===== config.mk =====
export PLATFORM = sky130hd
export DESIGN_NAME = mig_port_arbiter_flat
export DESIGN_NICKNAME = d
export VERILOG_FILES = /design/src/rtl/mig_port_arbiter_if.sv /design/src/rtl/mig_port_arbiter.sv /design/src/flat_wrapper.sv
export SDC_FILE = /design/constraint.sdc
export NUM_CORES = 1
export LEC_CHECK = 0
export BUFFER_PORTS_ARGS = -buffer_cell sky130_fd_sc_hd__buf_2
export CAP_MARGIN = 20
export CORE_AREA = 2 2 507 509
export CTS_BUF_LIST = sky130_fd_sc_hd__clkbuf_16
export CTS_CLUSTER_DIAMETER = 200
export DETAILED_ROUTE_END_ITERATION = 7
export DIE_AREA = 0 0 509 511
export GPL_TIMING_DRIVEN = 0
export PLACE_DENSITY = 0.33
export SLEW_MARGIN = 15
export SYNTH_ARGS = -nofsm -noshare
export SYNTH_HDL_FRONTEND = slang
export SYNTH_SLANG_ARGS = --single-unit

===== constraint.sdc =====
create_clock -name ui_clk -period 10 [get_ports ui_clk]
set_clock_uncertainty 0.05 [all_clocks]
set_input_delay 0.5 -clock ui_clk [delete_from_list [all_inputs] [get_ports ui_clk]]
set_output_delay 0.5 -clock ui_clk [all_outputs]
set_load 0.02 [all_outputs]

===== src/rtl/mig_port_arbiter_if.sv =====
// Client-port and MIG app-interface bundle for mig_port_arbiter.
// master = the arbiter; slave = the clients together with the MIG user interface.
interface mig_port_arbiter_if #(
    parameter int NUM_PORTS  = 5,
    parameter int DATA_WIDTH = 128,
    parameter int ADDR_WIDTH = 27
);
    logic                            init_calib_complete;
    logic [NUM_PORTS-1:0]            req;
    logic [NUM_PORTS-1:0]            req_we;
    logic [NUM_PORTS*ADDR_WIDTH-1:0] req_addr;
    logic [NUM_PORTS*DATA_WIDTH-1:0] req_wdata;
    logic [NUM_PORTS-1:0]            ack;
    logic [NUM_PORTS-1:0]            rd_valid;
    logic [DATA_WIDTH-1:0]           rd_data;
    logic [ADDR_WIDTH-1:0]           app_addr;
    logic [2:0]                      app_cmd;
    logic                            app_en;
    logic                            app_rdy;
    logic [DATA_WIDTH-1:0]           app_wdf_data;
    logic                            app_wdf_end;
    logic                            app_wdf_wren;
    logic [DATA_WIDTH/8-1:0]         app_wdf_mask;
    logic                            app_wdf_rdy;
    logic [DATA_WIDTH-1:0]           app_rd_data;
    logic                            app_rd_data_valid;
    logic                            app_rd_data_end;
    logic                            app_hi_pri;
    logic                            rd_overflow;
    logic [NUM_PORTS*16-1:0]         stat_grants;

    modport master (
        input  init_calib_complete, req, req_we, req_addr, req_wdata,
               app_rdy, app_wdf_rdy, app_rd_data, app_rd_data_valid, app_rd_data_end,
        output ack, rd_valid, rd_data, app_addr, app_cmd, app_en,
               app_wdf_data, app_wdf_end, app_wdf_wren, app_wdf_mask,
               app_hi_pri, rd_overflow, stat_grants
    );

    modport slave (
        output init_calib_complete, req, req_we, req_addr, req_wdata,
               app_rdy, app_wdf_rdy, app_rd_data, app_rd_data_valid, app_rd_data_end,
        input  ack, rd_valid, rd_data, app_addr, app_cmd, app_en,
               app_wdf_data, app_wdf_end, app_wdf_wren, app_wdf_mask,
               app_hi_pri, rd_overflow, stat_grants
    );
endinterface


===== src/rtl/mig_port_arbiter.sv =====
// N-port two-class round-robin arbiter onto the MIG app interface with read-tag return routing.
// Optional per-port grant counters when ARB_STATS_EN is defined.
module mig_port_arbiter #(
    parameter int                   NUM_PORTS  = 5,
    parameter int                   DATA_WIDTH = 128,
    parameter int                   ADDR_WIDTH = 27,
    parameter int                   RD_DEPTH   = 16,
    parameter logic [NUM_PORTS-1:0] PRIO_MASK  = 5'b00010
) (
    input  logic               ui_clk,
    input  logic               rst_n,
    mig_port_arbiter_if.master bus
);
    localparam int         IW     = $clog2(NUM_PORTS);
    localparam int         PW     = $clog2(RD_DEPTH);
    localparam logic [0:0] S_IDLE = 1'b0;
    localparam logic [0:0] S_CMD  = 1'b1;
    localparam logic [2:0] CMD_WR = 3'b000;
    localparam logic [2:0] CMD_RD = 3'b001;

    logic [0:0]                  r_state;
    logic [IW-1:0]               r_idx;
    logic [2:0]                  r_cmd;
    logic [ADDR_WIDTH-1:0]       r_addr;
    logic [DATA_WIDTH-1:0]       r_wdata;
    logic                        r_cmd_done;
    logic                        r_wdf_done;
    logic [IW-1:0]               r_ptr_hi;
    logic [IW-1:0]               r_ptr_lo;
    logic [RD_DEPTH-1:0][IW-1:0] r_tag;
    logic [PW-1:0]               r_wp;
    logic [PW-1:0]               r_rp;
    logic [PW:0]                 r_cnt;
    logic [NUM_PORTS-1:0]        r_rd_valid;
    logic [DATA_WIDTH-1:0]       r_rd_data;
    logic                        r_ovf;

    logic                 w_full, w_use_hi, w_gnt, w_push, w_pop, w_done;
    logic                 w_app_en, w_wdf_wren;
    logic [NUM_PORTS-1:0] w_elig, w_cls, w_ack;
    logic [IW-1:0]        w_ptr, w_gidx, w_gnext;
    logic                 w_unused;

    assign w_unused = bus.app_rd_data_end;
    assign w_full   = (r_cnt == (PW+1)'(RD_DEPTH));
    // Writes never occupy a tag, so they stay eligible while reads are throttled.
    assign w_elig   = bus.req & {NUM_PORTS{bus.init_calib_complete}} &
                      (bus.req_we | {NUM_PORTS{~w_full}});
    assign w_use_hi = |(w_elig & PRIO_MASK);
    assign w_cls    = w_use_hi ? (w_elig & PRIO_MASK) : (w_elig & ~PRIO_MASK);
    assign w_ptr    = w_use_hi ? r_ptr_hi : r_ptr_lo;

    // Scan downwards so the smallest offset from the pointer wins last.
    always_comb begin
        int j;
        j      = 0;
        w_gnt  = 1'b0;
        w_gidx = '0;
        for (int k = NUM_PORTS - 1; k >= 0; k--) begin
            j = int'(w_ptr) + k;
            if (j >= NUM_PORTS) j = j - NUM_PORTS;
            if (w_cls[j]) begin
                w_gnt  = 1'b1;
                w_gidx = IW'(j);
            end
        end
    end

    assign w_gnext = (w_gidx == IW'(NUM_PORTS - 1)) ? '0 : w_gidx + 1'b1;

    always_ff @(posedge ui_clk or negedge rst_n) begin
        if (!rst_n) begin
            r_state    <= S_IDLE;
            r_idx      <= '0;
            r_cmd      <= CMD_WR;
            r_addr     <= '0;
            r_wdata    <= '0;
            r_cmd_done <= 1'b0;
            r_wdf_done <= 1'b0;
            r_ptr_hi   <= '0;
            r_ptr_lo   <= '0;
        end else begin
            case (r_state)
                S_IDLE: if (w_gnt) begin
                    r_state    <= S_CMD;
                    r_idx      <= w_gidx;
                    r_cmd      <= bus.req_we[w_gidx] ? CMD_WR : CMD_RD;
                    r_addr     <= bus.req_addr[w_gidx*ADDR_WIDTH +: ADDR_WIDTH];
                    r_wdata    <= bus.req_wdata[w_gidx*DATA_WIDTH +: DATA_WIDTH];
                    r_cmd_done <= 1'b0;
                    r_wdf_done <= ~bus.req_we[w_gidx];
                    if (w_use_hi) r_ptr_hi <= w_gnext;
                    else          r_ptr_lo <= w_gnext;
                end
                default: if (r_cmd_done && r_wdf_done) begin
                    r_state <= S_IDLE;
                end else begin
                    if (w_app_en && bus.app_rdy)        r_cmd_done <= 1'b1;
                    if (w_wdf_wren && bus.app_wdf_rdy)  r_wdf_done <= 1'b1;
                end
            endcase
        end
    end

    assign w_done     = (r_state == S_CMD) & r_cmd_done & r_wdf_done;
    assign w_app_en   = (r_state == S_CMD) & ~r_cmd_done;
    assign w_wdf_wren = (r_state == S_CMD) & ~r_wdf_done;

    always_comb begin
        w_ack = '0;
        if (w_done) w_ack[r_idx] = 1'b1;
    end

    // Tag FIFO: issuing port of every accepted read, popped in MIG return order.
    assign w_push = w_app_en & bus.app_rdy & (r_cmd == CMD_RD);
    assign w_pop  = bus.app_rd_data_valid & (r_cnt != '0);

    always_ff @(posedge ui_clk or negedge rst_n) begin
        if (!rst_n) begin
            r_tag      <= '0;
            r_wp       <= '0;
            r_rp       <= '0;
            r_cnt      <= '0;
            r_rd_valid <= '0;
            r_rd_data  <= '0;
            r_ovf      <= 1'b0;
        end else begin
            if (w_push) begin
                r_tag[r_wp] <= r_idx;
                r_wp        <= r_wp + 1'b1;
            end
            if (w_pop) r_rp <= r_rp + 1'b1;
            r_cnt      <= r_cnt + (PW+1)'(w_push) - (PW+1)'(w_pop);
            r_rd_valid <= '0;
            if (w_pop) r_rd_valid[r_tag[r_rp]] <= 1'b1;
            if (bus.app_rd_data_valid) r_rd_data <= bus.app_rd_data;
            if (bus.app_rd_data_valid && r_cnt == '0) r_ovf <= 1'b1;
        end
    end

    assign bus.ack          = w_ack;
    assign bus.app_en       = w_app_en;
    assign bus.app_cmd      = r_cmd;
    assign bus.app_addr     = r_addr;
    assign bus.app_wdf_data = r_wdata;
    assign bus.app_wdf_wren = w_wdf_wren;
    assign bus.app_wdf_end  = w_wdf_wren;
    assign bus.app_wdf_mask = '0;
    assign bus.app_hi_pri   = 1'b0;
    assign bus.rd_valid     = r_rd_valid;
    assign bus.rd_data      = r_rd_data;
    assign bus.rd_overflow  = r_ovf;

`ifdef ARB_STATS_EN
    logic [NUM_PORTS-1:0][15:0] r_stat;

    always_ff @(posedge ui_clk or negedge rst_n) begin
        if (!rst_n) begin
            r_stat <= '0;
        end else begin
            for (int i = 0; i < NUM_PORTS; i++)
                if (w_ack[i] && r_stat[i] != 16'hFFFF) r_stat[i] <= r_stat[i] + 16'd1;
        end
    end

    assign bus.stat_grants = r_stat;
`else
    assign bus.stat_grants = '0;
`endif
endmodule


===== src/flat_wrapper.sv =====
// flat-port wrapper written by rule: the top's interface ports become plain ports
module mig_port_arbiter_flat 
#(
    parameter int                   NUM_PORTS  = 5,
    parameter int                   DATA_WIDTH = 128,
    parameter int                   ADDR_WIDTH = 27,
    parameter int                   RD_DEPTH   = 16,
    parameter logic [NUM_PORTS-1:0] PRIO_MASK  = 5'b00010
)
  (ui_clk, rst_n, bus_init_calib_complete, bus_req, bus_req_we, bus_req_addr, bus_req_wdata, bus_app_rdy, bus_app_wdf_rdy, bus_app_rd_data, bus_app_rd_data_valid, bus_app_rd_data_end, bus_ack, bus_rd_valid, bus_rd_data, bus_app_addr, bus_app_cmd, bus_app_en, bus_app_wdf_data, bus_app_wdf_end, bus_app_wdf_wren, bus_app_wdf_mask, bus_app_hi_pri, bus_rd_overflow, bus_stat_grants);
  mig_port_arbiter_if #(.NUM_PORTS(NUM_PORTS), .DATA_WIDTH(DATA_WIDTH), .ADDR_WIDTH(ADDR_WIDTH)) bus_i ();
  input  logic ui_clk;
  input  logic rst_n;
  input wire logic [$bits(bus_i.init_calib_complete)-1:0] bus_init_calib_complete;
  input wire logic [$bits(bus_i.req)-1:0] bus_req;
  input wire logic [$bits(bus_i.req_we)-1:0] bus_req_we;
  input wire logic [$bits(bus_i.req_addr)-1:0] bus_req_addr;
  input wire logic [$bits(bus_i.req_wdata)-1:0] bus_req_wdata;
  input wire logic [$bits(bus_i.app_rdy)-1:0] bus_app_rdy;
  input wire logic [$bits(bus_i.app_wdf_rdy)-1:0] bus_app_wdf_rdy;
  input wire logic [$bits(bus_i.app_rd_data)-1:0] bus_app_rd_data;
  input wire logic [$bits(bus_i.app_rd_data_valid)-1:0] bus_app_rd_data_valid;
  input wire logic [$bits(bus_i.app_rd_data_end)-1:0] bus_app_rd_data_end;
  output wire logic [$bits(bus_i.ack)-1:0] bus_ack;
  output wire logic [$bits(bus_i.rd_valid)-1:0] bus_rd_valid;
  output wire logic [$bits(bus_i.rd_data)-1:0] bus_rd_data;
  output wire logic [$bits(bus_i.app_addr)-1:0] bus_app_addr;
  output wire logic [$bits(bus_i.app_cmd)-1:0] bus_app_cmd;
  output wire logic [$bits(bus_i.app_en)-1:0] bus_app_en;
  output wire logic [$bits(bus_i.app_wdf_data)-1:0] bus_app_wdf_data;
  output wire logic [$bits(bus_i.app_wdf_end)-1:0] bus_app_wdf_end;
  output wire logic [$bits(bus_i.app_wdf_wren)-1:0] bus_app_wdf_wren;
  output wire logic [$bits(bus_i.app_wdf_mask)-1:0] bus_app_wdf_mask;
  output wire logic [$bits(bus_i.app_hi_pri)-1:0] bus_app_hi_pri;
  output wire logic [$bits(bus_i.rd_overflow)-1:0] bus_rd_overflow;
  output wire logic [$bits(bus_i.stat_grants)-1:0] bus_stat_grants;
  assign bus_i.init_calib_complete = bus_init_calib_complete;
  assign bus_i.req = bus_req;
  assign bus_i.req_we = bus_req_we;
  assign bus_i.req_addr = bus_req_addr;
  assign bus_i.req_wdata = bus_req_wdata;
  assign bus_i.app_rdy = bus_app_rdy;
  assign bus_i.app_wdf_rdy = bus_app_wdf_rdy;
  assign bus_i.app_rd_data = bus_app_rd_data;
  assign bus_i.app_rd_data_valid = bus_app_rd_data_valid;
  assign bus_i.app_rd_data_end = bus_app_rd_data_end;
  assign bus_ack = bus_i.ack;
  assign bus_rd_valid = bus_i.rd_valid;
  assign bus_rd_data = bus_i.rd_data;
  assign bus_app_addr = bus_i.app_addr;
  assign bus_app_cmd = bus_i.app_cmd;
  assign bus_app_en = bus_i.app_en;
  assign bus_app_wdf_data = bus_i.app_wdf_data;
  assign bus_app_wdf_end = bus_i.app_wdf_end;
  assign bus_app_wdf_wren = bus_i.app_wdf_wren;
  assign bus_app_wdf_mask = bus_i.app_wdf_mask;
  assign bus_app_hi_pri = bus_i.app_hi_pri;
  assign bus_rd_overflow = bus_i.rd_overflow;
  assign bus_stat_grants = bus_i.stat_grants;
  mig_port_arbiter #(.NUM_PORTS(NUM_PORTS), .DATA_WIDTH(DATA_WIDTH), .ADDR_WIDTH(ADDR_WIDTH), .RD_DEPTH(RD_DEPTH), .PRIO_MASK(PRIO_MASK)) u_core (.ui_clk(ui_clk), .rst_n(rst_n), .bus(bus_i));
endmodule

* Word level (Yosys, flattened, before mapping)
Index checks and enable logic that the tools add are counted.
** Word-level totals
- Bits in registers :: 365
- Bits of input ports :: 920
- Output and inout bits :: 397
- Word-level logic and storage cells :: 161
** Cells by class
- Add/subtract/negate cells :: 14
- Multiply operators :: 1
- Order comparisons :: 18
- Eq/ne operators :: 6
- Shift operators :: 2
- Mux-type cells :: 58
- Bitwise logic cells :: 16
- Reduce and logical (&&, ||, !) cells :: 15
** Operator list (count)
- 640-bit by 11-bit indexed part select with 128-bit output :: 1
- 32-bit by 5-bit less-than comparator with 1-bit output (second input constant) :: 5
- 32-bit 2-to-1 mux :: 5
- 135-bit by 9-bit indexed part select with 27-bit output :: 1
- 32-bit by 4-bit greater-or-equal comparator with 1-bit output (second input constant) :: 4
- 32-bit by 4-bit subtractor with 32-bit output (second input constant) :: 4
- 48-bit bitwise mux :: 1
- 1-bit 2-to-1 mux :: 30
- 3-bit 2-to-1 mux :: 9
- 1-bit binary-select mux with 3-bit select :: 6
- 5-bit 2-to-1 mux :: 3
- 3-bit binary-select mux with 4-bit select :: 1
- 3-bit demux with 4-bit select :: 1
- 3-bit by 4-bit less-than comparator with 1-bit output (second input constant) :: 3
- 3-bit AND reduction :: 4
- 5-bit bitwise AND :: 2
- 4-bit by 5-bit less-than comparator with 1-bit output (second input constant) :: 2
- 3-bit by 2-bit adder with 4-bit output (second input constant) :: 2
- 4-bit by 1-bit adder with 4-bit output (second input constant) :: 2
- 3-bit by 5-bit multiplier with 8-bit output (second input constant) :: 1
- 1-bit bitwise AND :: 7
- 1-bit logical AND :: 7
- 1-bit demux with 3-bit select :: 2
- 3-bit by 1-bit greater-or-equal comparator with 1-bit output (second input constant) :: 2
- other kinds (18) :: 25

* Logic depth before layout (Yosys ltp)
Gate-level depths: netlist (run 1).
- Word-level depth :: 21
- Depth in mapped cells :: 26

* Least setup slack after synthesis (run 1)
OpenSTA, ideal clock, no wires.
- Path kind :: register -> register
- Start point :: register u_core.r_cnt[2]
- End point :: register u_core.r_ptr_hi[2]
- Setup time :: 0.077 ns
- Arrival :: 4.376 ns
- Required time :: 9.873 ns
- Slack :: 5.496 ns
- Cell stages (with the launch flop) :: 25
- Buffers on the path :: 5
- Period minus slack after synthesis :: 4.504 ns
- Path through :: dfrtp_1 inv_1 ha_1 and4bb_4 buf_6 a21oi_1 nand2_2 inv_2 ha_1 inv_1 ha_1 or3_1 a221oi_4 nor4_1 o311ai_1 o21ba_1 buf_4 inv_6 buf_6 buf_4 buf_2 ha_1 nor3_1 a21oi_1 a21oi_1
** On the way
- Longest elaborated chain between the ends :: 18
- Elaborated cells between the ends (all ways) :: 54
** RTL lines
- start, declared :: RTL line mig_port_arbiter.sv:33 : logic [PW:0] r_cnt;
- start signal, assigned :: RTL line mig_port_arbiter.sv:133 : r_cnt <= r_cnt + (PW+1)'(w_push) - (PW+1)'(w_pop);
- 5-bit equality test * :: RTL line mig_port_arbiter.sv:45 : assign w_full = (r_cnt == (PW+1)'(RD_DEPTH));
- 1-bit NOT * :: RTL line mig_port_arbiter.sv:48 : (bus.req_we | {NUM_PORTS{~w_full}});
- 5-bit bitwise OR * :: RTL line mig_port_arbiter.sv:48
- 5-bit bitwise AND * :: RTL line mig_port_arbiter.sv:47 : assign w_elig = bus.req & {NUM_PORTS{bus.init_calib_complete}} &
- 3-bit 2-to-1 mux :: RTL line mig_port_arbiter.sv:51 : assign w_ptr = w_use_hi ? r_ptr_hi : r_ptr_lo;
- 3-bit by 3-bit adder with 4-bit output :: RTL line mig_port_arbiter.sv:60 : j = int'(w_ptr) + k;
- 32-bit by 4-bit subtractor with 32-bit output / 32-bit by 4-bit greater-or-equal comparator with 1-bit output (equally long branches) :: RTL line mig_port_arbiter.sv:61 : if (j >= NUM_PORTS) j = j - NUM_PORTS;
- 32-bit 2-to-1 mux :: RTL line mig_port_arbiter.sv:61
- 1-bit binary-select mux with 3-bit select :: RTL line mig_port_arbiter.sv:62 : if (w_cls[j]) begin
- 1-bit 2-to-1 mux (not written as such) (2 in a row) :: RTL line mig_port_arbiter.sv:62
- 3-bit 2-to-1 mux (4 in a row) :: RTL line mig_port_arbiter.sv:62
- 3-bit 2-to-1 mux * :: RTL line mig_port_arbiter.sv:62
- named net u_core.w_gidx[0] :: RTL line mig_port_arbiter.sv:41 : logic [IW-1:0] w_ptr, w_gidx, w_gnext;
- 3-bit by 1-bit adder with 3-bit output / 3-bit equality test (equally long branches) :: RTL line mig_port_arbiter.sv:69 : assign w_gnext = (w_gidx == IW'(NUM_PORTS - 1)) ? '0 : w_gidx + 1'b1;
- 3-bit 2-to-1 mux * :: RTL line mig_port_arbiter.sv:69
- end signal, assigned :: RTL line mig_port_arbiter.sv:92 : if (w_use_hi) r_ptr_hi <= w_gnext;
- end, declared :: RTL line mig_port_arbiter.sv:28 : logic [IW-1:0] r_ptr_hi;
The timed path passes the listed nets; every way through them passes the cells marked *. The select of a mux whose other input is x is not followed.
A chain may end at the register's enable or synchronous reset.

* Final worst setup path (run 1)
- Start point :: register u_core.r_cnt[2]
- End point :: register u_core.r_wdata[106] (netlist: u_core.bus.app_wdf_data[106])
** On the way
- Longest elaborated chain between the ends :: 17
- Elaborated cells between the ends (all ways) :: 52
** RTL lines
- 5-bit equality test * :: RTL line mig_port_arbiter.sv:45
- 1-bit NOT * :: RTL line mig_port_arbiter.sv:48
- 5-bit bitwise OR * :: RTL line mig_port_arbiter.sv:48
- 5-bit bitwise AND * :: RTL line mig_port_arbiter.sv:47
- 3-bit 2-to-1 mux :: RTL line mig_port_arbiter.sv:51
- 3-bit by 3-bit adder with 4-bit output :: RTL line mig_port_arbiter.sv:60
- 32-bit by 4-bit subtractor with 32-bit output / 32-bit by 4-bit greater-or-equal comparator with 1-bit output (equally long branches) :: RTL line mig_port_arbiter.sv:61
- 32-bit 2-to-1 mux :: RTL line mig_port_arbiter.sv:61
- 1-bit binary-select mux with 3-bit select :: RTL line mig_port_arbiter.sv:62
- 1-bit 2-to-1 mux (not written as such) (2 in a row) :: RTL line mig_port_arbiter.sv:62
- 3-bit 2-to-1 mux / 1-bit 2-to-1 mux (equally long branches) (5 in a row) :: RTL line mig_port_arbiter.sv:62
- 640-bit by 11-bit indexed part select with 128-bit output / 2-bit AND reduction (equally long branches)
- end signal, assigned :: RTL line mig_port_arbiter.sv:89 : r_wdata <= bus.req_wdata[w_gidx*DATA_WIDTH +: DATA_WIDTH];
- end, declared :: RTL line mig_port_arbiter.sv:25 : logic [DATA_WIDTH-1:0] r_wdata;
Mark *: on every way between the ends. The rest lies on a longest branch, timed or not. The select of a mux whose other input is x is not followed.

==> run metrics, run 1 <==
run status=completed; vias in the first global route=around 26000; Non-Filler Instances=between 7000 and 8000; CTS buffer count=53; initial antenna violation count=111; largest net degree at the start of global routing=90; routed via count=24500; Worst R2R Setup Slack=slightly above 3 ns; sequential fraction of the synthesis area=41.73%; Seq cells post-synth=363; Top Usage Layer GRT=met2; Post-Place Setup Slack=roughly 3.5 ns; Final ANT Viol Nets=0; Area Overhead vs Synth=68.62%; Worst Max-Slew Pin Slew=1.051 ns; Slew HR=29.96%; CTS resizes=0; RSZ-0062 raised after global routing=false; clock-pin slew on the worst setup and hold paths=roughly 0.070 ns; Die X=around 510 um; Max rail drop VDD=225.9 uV; IO Port Bufs=around 1200; placed cells=between 6000 and 7000; fmax=144.1 MHz; Hold Path Origin=bus_req_wdata[588]; GRT Util Overall=13.80%; grt met1 use=14.29%; Initial Util=8.526%; final cycle utilization of the critical path=69.39%; Routed WL=between 150 and 200 mm; global-route wire length before repair=240.6 mm; reg-to-reg startpoint=u_core.r_cnt[2]$_DFF_PN0_; Worst Hold Depth=3; DRC Markers=0; Arr. time, crit path=7.48 ns; via/cell ratio=3.386; num rows=186; DRT Pass-1 Iters=5; die area=260100 um2; worst min path class=input port to register; Final Hold Vio Count=0; Cell Area, Synth=21770 um2; worst reg2reg endpoint=u_core.bus.app_wdf_data[106]$_DFFE_PN0P_; hold slack=0.07485 ns; Core Area=255300 um2; CTS tree=yes; CP required=10.54 ns; clk root buf=clkbuf_16; EDFF count, synth=0; Pleak=16.75 nW; Clock Latency Late Sink=just over 0.7 ns; Clock Tree Buf Depth=3; Avg WL per Cell=25.96 um; Final #Nets=between 4000 and 5000; pwr dens=404.5 nW/um2; Post-CTS Setup Bufs=0; setup violators final=0; Post-synth ARST share=100.0%; crit path max fanout=10; utilization after layout=14.38%; Post-synth top flop=dfrtp_1; Hold Crit Endpoint=u_core.bus.app_wdf_data[76]$_DFFE_PN0P_; post-layout min period=6.939 ns; Die Ht=slightly above 500 um; Yosys cell types=slightly above 80; CP Capture Type=register; MaxCap Viol Count=0; global-route met3 utilization=4.153%; clk sinks=~360; met2 usage=25.11%; synthesized area per cell=~10 um2; Synth Instances=2135; number of top-level pins=1317; DR iter-0 viols=1436; GR Overflow Total=0; placed wire-length estimate=158.8 mm; Hold Buf Count CTS=216; Final Max Tran Viols=0; layout cell share with drive strength beyond 1=a little under half; Overall Power=14.85 mW; Crit Path Category=register to register; final worst slack=3.061 ns; CTS H-tree lvls=2; gpl congestion=between 0.9 and 1; Yosys Warn Count=0; Critical Path Start Type=register; Reg2Reg Depth=22
-- worst max-delay path, cell delays in order, from the launching register on --
cell           delay, ns
dfrtp_1             0.36
inv_1               0.07
ha_1                0.23
and4bb_4            0.23
buf_6               0.15
a21oi_1             0.26
nand2_2             0.23
ha_1                0.42
clkbuf_1            0.44
mux2i_1             0.47
o32ai_2             0.21
nor2_1              0.29
o311ai_1            0.16
o21ba_1             0.19
buf_4               0.19
inv_6               0.16
buf_6               0.31
buf_4               0.40
buf_2               0.47
mux2i_1             0.26
dlygate4sd3_1       0.58
o21ai_1             0.05
dlygate4sd3_1       0.57
-- state kept, by name, indices dropped and copies added (netlist names), 4 cells and up --
signal                   flops
u_core.bus.app_addr         27
u_core.r_wp                  4
u_core.bus.rd_valid          5
u_core.r_cnt                 5
u_core.bus.app_wdf_data    128
u_core.r_rp                  4
u_core.bus.rd_data         128
u_core.r_tag                48
-- Yosys cell counts, types with 8 or more instances --
library cell / instances / share of area [%]
buf_1: 10 / 0.17
o22ai_1: 26 / 0.75
buf_4: 122 / 4.2
mux2_1: 48 / 2.5
dfrtp_1: 363 / 42
mux2i_1: 137 / 6.3
nor2_1: 117 / 2.0
ha_1: 20 / 1.1
buf_2: 23 / 0.53
mux2_2: 211 / 11
o21ai_1: 57 / 1.3
xnor2_1: 11 / 0.44
o21ai_0: 37 / 0.85
o211ai_1: 14 / 0.48
clkbuf_1: 96 / 1.7
and3_1: 33 / 0.95
mux4_2: 15 / 1.6
a221o_1: 101 / 4.6
nand2_1: 166 / 2.9
buf_6: 20 / 1.0
a21oi_1: 328 / 7.5
nor3_1: 8 / 0.18
a221oi_1: 27 / 1.1
inv_1: 26 / 0.45
-- layout by cell type (no fill, tap or decap), drive strengths merged, types with 5 or more instances in the layout --
cell type,count
a211oi,5
a21boi,5
a21o,7
a21oi,329
a221o,101
a221oi,28
and2,5
and3,33
buf,1400
clkbuf,151
clkinv,22
conb,99
dfrtp,363
diode,81
dlygate4sd3,216
ha,20
inv,46
mux2,259
mux2i,137
mux4,15
nand2,168
nand2b,5
nand3,5
nor2,118
nor2b,6
nor3,8
nor4b,6
o211ai,14
o21ai,94
o221ai,5
o22ai,27
or3,5
xnor2,11
-- stage by stage --
step                      cell area [um2]  setup TNS [ns]
after floorplan                     22130               0
after global placement              32450         -153.90
after detailed placement            32660               0
after CTS                           36490               0
after global routing                36650               0
final                               36700               0
-- cell families (layout without fill, tap and decap cells) --
logic type               count (synthesis)  after routing  synth area share [%]
AO/OA/AOI/OAI                          645            645                 19.26
multiplexers                           411            411                 21.25
AND/OR/NAND/NOR                        378            378                 7.812
flip-flops                             363            363                 41.73
buffers and inverters                  304           1841                 8.203
adder cells (fa/ha/maj)                 21             21                 1.242
XOR/XNOR                                12             12                0.4829
other                                    1            180               0.01723
-- worst max-delay path by stage --
stage / slack, ns / startpoint / end
2_1_floorplan: 5.50 / u_core.r_cnt[2]$_DFF_PN0_ / u_core.r_ptr_hi[2]$_DFFE_PN0P_
3_3_place_gp: -0.65 / rst_n / u_core.bus.app_wdf_data[40]$_DFFE_PN0P_
3_5_place_dp: 3.45 / u_core.r_cnt[2]$_DFF_PN0_ / u_core.bus.app_wdf_data[126]$_DFFE_PN0P_
4_1_cts: 2.88 / u_core.r_cnt[2]$_DFF_PN0_ / u_core.bus.app_wdf_data[103]$_DFFE_PN0P_
5_1_grt: 2.56 / u_core.r_cnt[2]$_DFF_PN0_ / u_core.bus.app_wdf_data[106]$_DFFE_PN0P_
6_report: 3.06 / u_core.r_cnt[2]$_DFF_PN0_ / u_core.bus.app_wdf_data[106]$_DFFE_PN0P_
-- cell type report --
| type | instances | area, um2 |
|---|---|---|
| sequential | 363 | 9084 |
| multi-input combinational | 1566 | 11280 |
| inverter | 31 | 121.4 |
| timing repair buffer | 1441 | 8447 |
| tap | 3384 | 4234 |
| buffer | 273 | 1670 |
| antenna | 81 | 202.7 |
| clock buffer | 53 | 1326 |
| clock inverter | 43 | 341.6 |
| fill | 29330 | 218600 |
-- per-layer routing --
metal	vias up	wire, um
li1	10960	-
met1	11930	67680
met2	1232	95280
met3	320	14650
met4	60	9820
met5	-	425
-- power by group --
group,switching [mW],internal [mW]
Combinational,7.05,3.61
Clock,0.859,1.04
Sequential,0.322,1.96
Total,8.23,6.62
Note: power is estimated with default switching activity, not from simulation.
==> run 2: changes to the inputs <==
--- a/config.mk
+++ b/config.mk
@@ -5,15 +5,16 @@
 export SDC_FILE = /design/constraint.sdc
 export NUM_CORES = 1
 export LEC_CHECK = 0
+export ABC_AREA = 1
 export BUFFER_PORTS_ARGS = -buffer_cell sky130_fd_sc_hd__buf_2
 export CAP_MARGIN = 20
-export CORE_AREA = 2 2 507 509
+export CORE_AREA = 2 2 511 513
 export CTS_BUF_LIST = sky130_fd_sc_hd__clkbuf_16
 export CTS_CLUSTER_DIAMETER = 200
 export DETAILED_ROUTE_END_ITERATION = 7
-export DIE_AREA = 0 0 509 511
+export DIE_AREA = 0 0 513 515
 export GPL_TIMING_DRIVEN = 0
-export PLACE_DENSITY = 0.33
+export PLACE_DENSITY = 0.34
 export SLEW_MARGIN = 15
 export SYNTH_ARGS = -nofsm -noshare
 export SYNTH_HDL_FRONTEND = slang
==> constraint.sdc (replaced) <==
create_clock -name ui_clk -period 6.27 [get_ports ui_clk]
set_clock_uncertainty 0.05 [all_clocks]
set_input_delay 0.3135 -clock ui_clk [delete_from_list [all_inputs] [get_ports ui_clk]]
set_output_delay 0.3135 -clock ui_clk [all_outputs]
set_load 0.02 [all_outputs]
==> run 2 against run 1 <==
Effect of this change: synthesized cell count increased by 51%; synthesized area is 4.2% higher; count of clock-buffer cells in the layout stayed put; fmax increased by 20%; via count increased by 23%; final cell count is 20% higher; first-iteration DRC count grew 27%; design area is 12% higher; core utilization up 1.5 points; routed wire length increased by 15%; non-clock buffer count rose by 337; sequential share of layout area shrank 2.6 points; largest cell class is now non-clock buffers.
==> run metrics, run 2 <==
worst min path class=input port to register; hold slack=0.03692 ns (-0.03793 ns); DRC Markers=0 (unchanged); CTS H-tree lvls=2 (unchanged); most frequent cells in the layout=nand2_1, buf_2, dlygate4sd3_1, nand3_1, dfrtp_1; Hold Crit Endpoint=u_core.bus.app_wdf_data[8]$_DFFE_PN0P_; DR iter-0 viols=1825 (+27%); CTS buffer count=53 (unchanged); Final Hold Vio Count=0 (unchanged); ranking of synthesized cells by area=dfrtp_1, nand2_1, nand3_1; reg-to-reg startpoint=u_core.r_cnt[2]$_DFF_PN0_; routed via count=30230 (+23%); Die Ht=515 um (+0.78%); CTS tree=yes; CP Capture Type=register; leading area contributor after synthesis=dfrtp_1; die area=264200 um2 (+1.6%); Crit Path Category=register to register; setup violators final=0 (unchanged); Hold Path Origin=bus_req_wdata[520]; Final Max Tran Viols=0 (unchanged); global-route wire length before repair=277.7 mm (+15%); final cycle utilization of the critical path=92.47% (+23 points); Yosys cell types=41 (-50%); MaxCap Viol Count=0 (unchanged); Final ANT Viol Nets=0 (unchanged); Arr. time, crit path=6.32 ns (-1.16 ns); Critical Path Start Type=register; layout cell share with drive strength beyond 1=32.53% (-13 points); crit path max fanout=10 (unchanged); synthesized area per cell=7.016 um2 (-31%); Final #Nets=6085 (+30%); via/cell ratio=3.469 (+2.5%); Worst Max-Slew Pin Slew=0.8982 ns (-0.1525 ns); IO Port Bufs=1216 (unchanged); post-layout min period=5.798 ns (-1.141 ns); initial antenna violation count=119 (+7.2%); Yosys Warn Count=0 (unchanged); Post-CTS Setup Bufs=0 (unchanged); number of top-level pins=1317 (unchanged); placed cells=7966 (+16%); Slew HR=40.12% (+10 points); largest net degree at the start of global routing=82 (-8.9%); Worst Hold Depth=3 (unchanged); Post-synth top flop=dfrtp_1; Initial Util=8.776% (+0.25 points); Routed WL=215.4 mm (+15%); most common library cell in the layout ignoring fill and taps=nand2_1; Avg WL per Cell=24.72 um (-4.8%); Post-synth ARST share=100.0% (unchanged); GRT Util Overall=15.62% (+1.8 points); Seq cells post-synth=363 (unchanged); Core Area=258500 um2 (+1.3%); Die X=513 um (+0.79%); vias in the first global route=31040 (+21%); run status=completed; Cell Area, Synth=22690 um2 (+4.2%); Synth Instances=3234 (+51%); Clock Latency Late Sink=0.68 ns (-0.03 ns); sequential fraction of the synthesis area=40.04% (-1.7 points); Worst R2R Setup Slack=0.47 ns (-2.59 ns); Area Overhead vs Synth=80.90%; post-synth top area share=40.04% (-1.7 points); gpl congestion=0.9679 (-1.3%); clock-pin slew on the worst setup and hold paths=0.06 ns (about the same); Non-Filler Instances=8714 (+20%); clk sinks=363 (unchanged); most common cell in the netlist=nand2_1; clk root buf=clkbuf_16; CP required=6.79 ns (-3.75 ns); RSZ-0062 raised after global routing=false; DRT Pass-1 Iters=6 (+1); num rows=187 (+0.54%); utilization after layout=15.88% (+1.5 points); placed wire-length estimate=183.6 mm (+16%); Post-synth top cells=nand2_1, nand3_1, dfrtp_1; worst reg2reg endpoint=u_core.bus.app_wdf_data[16]$_DFFE_PN0P_; fmax=172.5 MHz (+20%); Reg2Reg Depth=27 (+23%); EDFF count, synth=0 (unchanged); Clock Tree Buf Depth=3 (unchanged); GR Overflow Total=0 (unchanged)
[run 2: changes by cell type after synthesis, moves of 33 or more]
| cell | previous run | this run |
|---|---|---|
| mux2_1 | 48 | 0 |
| a21oi_1 | 328 | 99 |
| o21ai_1 | 57 | 21 |
| nand3_1 | 5 | 476 |
| inv_1 | 26 | 127 |
| a221o_1 | 101 | 0 |
| buf_2 | 23 | 72 |
| and3_1 | 33 | 0 |
| nand2_1 | 166 | 1419 |
| mux2_2 | 211 | 127 |
| mux2i_1 | 137 | 0 |
| o21ai_0 | 37 | 82 |
[run 2: how the worst max path moves through the flow]
stage | start | endpoint | slack (ns)
global placement | rst_n | u_core.bus.app_wdf_data[36]$_DFFE_PN0P_ | -4.19
CTS | u_core.r_cnt[2]$_DFF_PN0_ | u_core.bus.app_wdf_data[113]$_DFFE_PN0P_ | 0.01
detailed placement | u_core.r_cnt[2]$_DFF_PN0_ | u_core.r_ptr_lo[2]$_DFFE_PN0P_ | 0.26
floorplan | u_core.r_cnt[3]$_DFF_PN0_ | u_core.r_ptr_lo[2]$_DFFE_PN0P_ | 2.53
global route | u_core.r_cnt[2]$_DFF_PN0_ | u_core.bus.app_wdf_data[97]$_DFFE_PN0P_ | 0.06
finish | u_core.r_cnt[2]$_DFF_PN0_ | u_core.bus.app_wdf_data[16]$_DFFE_PN0P_ | 0.47
[run 2: cells by family (layout without fill, tap and decap cells)]
logic type	after synthesis	in the layout	share of synthesized area (%)
flops	363	363	40.04
compound gates	212	212	4.792
fa+ha+maj	21	21	1.191
mux	127	127	6.303
other cells	1	225	0.01653
simple gates	2068	2068	37.42
xor+xnor	10	10	0.3860
buf+inv	432	2286	9.854
[run 2: critical path, cell delays in order, from the launching register on]
cell	delay (ns)
dfrtp_1	0.38
inv_1	0.09
ha_2	0.28
nand4_4	0.18
nand2_4	0.19
nand2_1	0.10
nand2_2	0.17
inv_1	0.10
ha_1	0.38
inv_1	0.11
nand2_1	0.09
a21boi_2	0.24
nand3_1	0.10
nand3_1	0.13
nand2_1	0.11
inv_1	0.09
nand2_1	0.05
nand2_1	0.06
nand2_1	0.05
nand2_1	0.05
nand2_1	0.08
a21oi_2	0.34
clkbuf_4	0.50
buf_2	0.55
nand3_1	0.31
nand3_1	0.18
nand3_1	0.07
dlygate4sd3_1	0.56
[run 2: cell type report]
cell class	instances	area [um2]
Clock inverter	44	369.1
Fill cell	30110	217500
Multi-Input combinational cell	2537	11760
Antenna cell	126	315.3
Tap cell	3402	4257
Timing Repair Buffer	1757	11670
Inverter	138	523.0
Buffer	294	1745
Sequential cell	363	9084
Clock buffer	53	1326
[run 2: what timing repair did]
item                       4_1_cts  5_1_grt
setup endpoints to repair        0       82
resized for setup                0       11
hold endpoints to repair       355        0
hold buffers                   525        0
[run 2: through the flow]
stage          setup TNS [ns]  cell area, um2  setup WS [ns]
3_5_place_dp                0           33750         0.2556
3_3_place_gp         -1450.55           33400         -4.191
4_1_cts                     0           40700       0.009810
2_1_floorplan               0           23060          2.533
6_report                    0           41040         0.4720
5_1_grt                     0           40890        0.05665
[run 2: per-layer routing]
| layer | global-route usage [%] | up-vias | wire length [um] |
|---|---|---|---|
| li1 | - | 14140 | - |
| met1 | 16.86 | 14390 | 79020 |
| met2 | 28.41 | 1333 | 108000 |
| met3 | 4.680 | 319 | 17970 |
| met4 | 5.951 | 48 | 10100 |
| met5 | 0 | - | 307 |
Power of run 2 is not shown: default switching activity piles up to over one toggle a cycle in this logic, so the estimate is an artifact.
==> run 3: changes to the inputs <==
--- a/config.mk
+++ b/config.mk
@@ -15,6 +15,7 @@
 export DIE_AREA = 0 0 513 515
 export GPL_TIMING_DRIVEN = 0
 export PLACE_DENSITY = 0.34
+export RECOVER_POWER = 50
 export SLEW_MARGIN = 15
 export SYNTH_ARGS = -nofsm -noshare
 export SYNTH_HDL_FRONTEND = slang
==> run 3 against run 2 <==
Effect of this change: the flow now finishes with violations (capacitance limit, slew limit); first-iteration DRC count grew 6.4%; via count is 0.11% higher; routed wire length about the same; sequential cell count stayed put; register-to-register slack hardly changed; sequential share of layout area grew 0.22 points; final cell count shrank 0.32%.
==> run metrics, run 3 (synthesized netlist as in run 2, its figures left out) <==
Clock Latency Late Sink=0.69 ns (about the same); crit path max fanout=10 (unchanged); post-layout min period=5.802 ns (+0.003529 ns); Avg WL per Cell=24.80 um (+0.35%); final cycle utilization of the critical path=92.53% (about the same); DRC Markers=0 (unchanged); Final Max Tran Viols=68 (+68); number of top-level pins=1317 (unchanged); worst reg2reg endpoint=u_core.bus.app_wdf_data[110]$_DFFE_PN0P_; Final #Nets=6085 (unchanged); Worst R2R Setup Slack=0.47 ns (about the same); Area Overhead vs Synth=79.08%; Worst Max-Slew Pin Slew=4.721 ns (+3.822 ns); Final Hold Vio Count=0 (unchanged); Crit Path Category=register to register; worst min path class=input port to register; num rows=187 (unchanged); CP Capture Type=register; Die X=513 um (unchanged); placed wire-length estimate=183.6 mm (unchanged); routed via count=30270 (+0.11%); Final ANT Viol Nets=0 (unchanged); Critical Path Start Type=register; utilization after layout=15.72% (-0.16 points); Die Ht=515 um (unchanged); Hold Path Origin=bus_req_wdata[520]; Slew HR=-214.7% (-250 points); clock-pin slew on the worst setup and hold paths=0.06 ns (about the same); layout cell share with drive strength beyond 1=27.42% (-5.1 points); CTS buffer count=53 (unchanged); setup violators final=0 (unchanged); GR Overflow Total=0 (unchanged); gpl congestion=0.9679 (unchanged); CTS H-tree lvls=2 (unchanged); RSZ-0062 raised after global routing=false; Hold Crit Endpoint=u_core.bus.app_wdf_data[8]$_DFFE_PN0P_; Routed WL=215.4 mm (about the same); IO Port Bufs=1216 (unchanged); clk root buf=clkbuf_16; die area=264200 um2 (unchanged); vias in the first global route=31040 (unchanged); Core Area=258500 um2 (unchanged); fmax=172.4 MHz (about the same); Reg2Reg Depth=22 (-19%); GRT Util Overall=15.62% (unchanged); most common library cell in the layout ignoring fill and taps=nand2_1; MaxCap Viol Count=1 (+1); CTS tree=yes; largest net degree at the start of global routing=82 (unchanged); global-route wire length before repair=277.7 mm (unchanged); CP required=6.83 ns (+0.04 ns); via/cell ratio=3.484 (+0.43%); clk sinks=363 (unchanged); Arr. time, crit path=6.36 ns (+0.04 ns); Clock Tree Buf Depth=3 (unchanged); initial antenna violation count=119 (unchanged); DR iter-0 viols=1941 (+6.4%); failing checks=capacitance limit, slew limit; most frequent cells in the layout=nand2_1, buf_2, dlygate4sd3_1, nand3_1, dfrtp_1; Worst Hold Depth=3 (unchanged); Initial Util=8.776% (unchanged); reg-to-reg startpoint=u_core.r_cnt[2]$_DFF_PN0_; run status=finished, violations left; DRT Pass-1 Iters=8 (+2)
[run 3: changes by cell type in the layout (fill, tap and decap cells not counted), sizes merged]
cell	before	now
buf	1446	1179
clkbuf	133	400
diode	126	98
[run 3: final cells by class]
cell class | instances | area [um2]
clock buffer | 53 | 1326
clock inverter | 44 | 369.1
antenna | 98 | 245.2
tap | 3402 | 4257
sequential | 363 | 9084
multi-input combinational | 2537 | 11760
inverter | 138 | 523.0
timing repair buffer | 1757 | 11330
fill | 30180 | 217900
buffer | 294 | 1745
[run 3: worst max-delay path, cell delays in order, from the launching register on]
cell,delay (ns)
dfrtp_1,0.38
inv_1,0.09
ha_2,0.27
nand4_4,0.17
nand2_4,0.19
nand2_1,0.10
nand2_2,0.17
inv_1,0.11
ha_1,0.38
inv_1,0.11
nand2_1,0.09
a21boi_2,0.23
nand3_1,0.10
nand3_1,0.13
nand2_1,0.12
nor3_1,0.19
nand4_1,0.21
nand2_2,0.42
buf_2,0.72
clkbuf_1,0.62
nand2_1,0.13
nand3_1,0.12
dlygate4sd3_1,0.57
[run 3: worst max path at each step]
stage / start / end / slack (ns) / cells after the start
4_1_cts: u_core.r_cnt[2]$_DFF_PN0_ / u_core.bus.app_wdf_data[113]$_DFFE_PN0P_ / 0.01 / 27
6_report: u_core.r_cnt[2]$_DFF_PN0_ / u_core.bus.app_wdf_data[110]$_DFFE_PN0P_ / 0.47 / 22
2_1_floorplan: u_core.r_cnt[3]$_DFF_PN0_ / u_core.r_ptr_lo[2]$_DFFE_PN0P_ / 2.53 / 28
3_3_place_gp: rst_n / u_core.bus.app_wdf_data[36]$_DFFE_PN0P_ / -4.19 / 1
3_5_place_dp: u_core.r_cnt[2]$_DFF_PN0_ / u_core.r_ptr_lo[2]$_DFFE_PN0P_ / 0.26 / 29
5_1_grt: u_core.r_cnt[2]$_DFF_PN0_ / u_core.bus.app_wdf_data[97]$_DFFE_PN0P_ / 0.06 / 22
[run 3: metrics by stage]
stage | hold slack (ns) | area (um2) | setup slack (ns) | TNS [ns] | instances
floorplan | -0.03209 | 23060 | 2.533 | 0 | 3332
global placement | 0.4049 | 33400 | -4.191 | -1450.55 | 7950
global route | 0.04416 | 40550 | 0.05665 | 0 | 8654
detailed placement | 0.3025 | 33750 | 0.2556 | 0 | 7966
CTS | 0.005396 | 40700 | 0.009810 | 0 | 8588
finish | 0.03462 | 40630 | 0.4685 | 0 | 8686
[run 3: what timing repair did]
item	CTS	global route
resized for setup	0	11
buffers inserted	0	0
endpoints found under the hold margin	355	0
endpoints found under the setup margin	0	82
hold buffers	525	0
[run 3: routing by layer]
layer,part of all wire [%],up-vias,track usage (%)
met5,0.13,-,0
met4,4.2,44,5.951
met3,7.9,318,4.680
met2,51,1357,28.41
met1,37,14450,16.86
li1,-,14100,-
Power of run 3 is left out for the same reason.
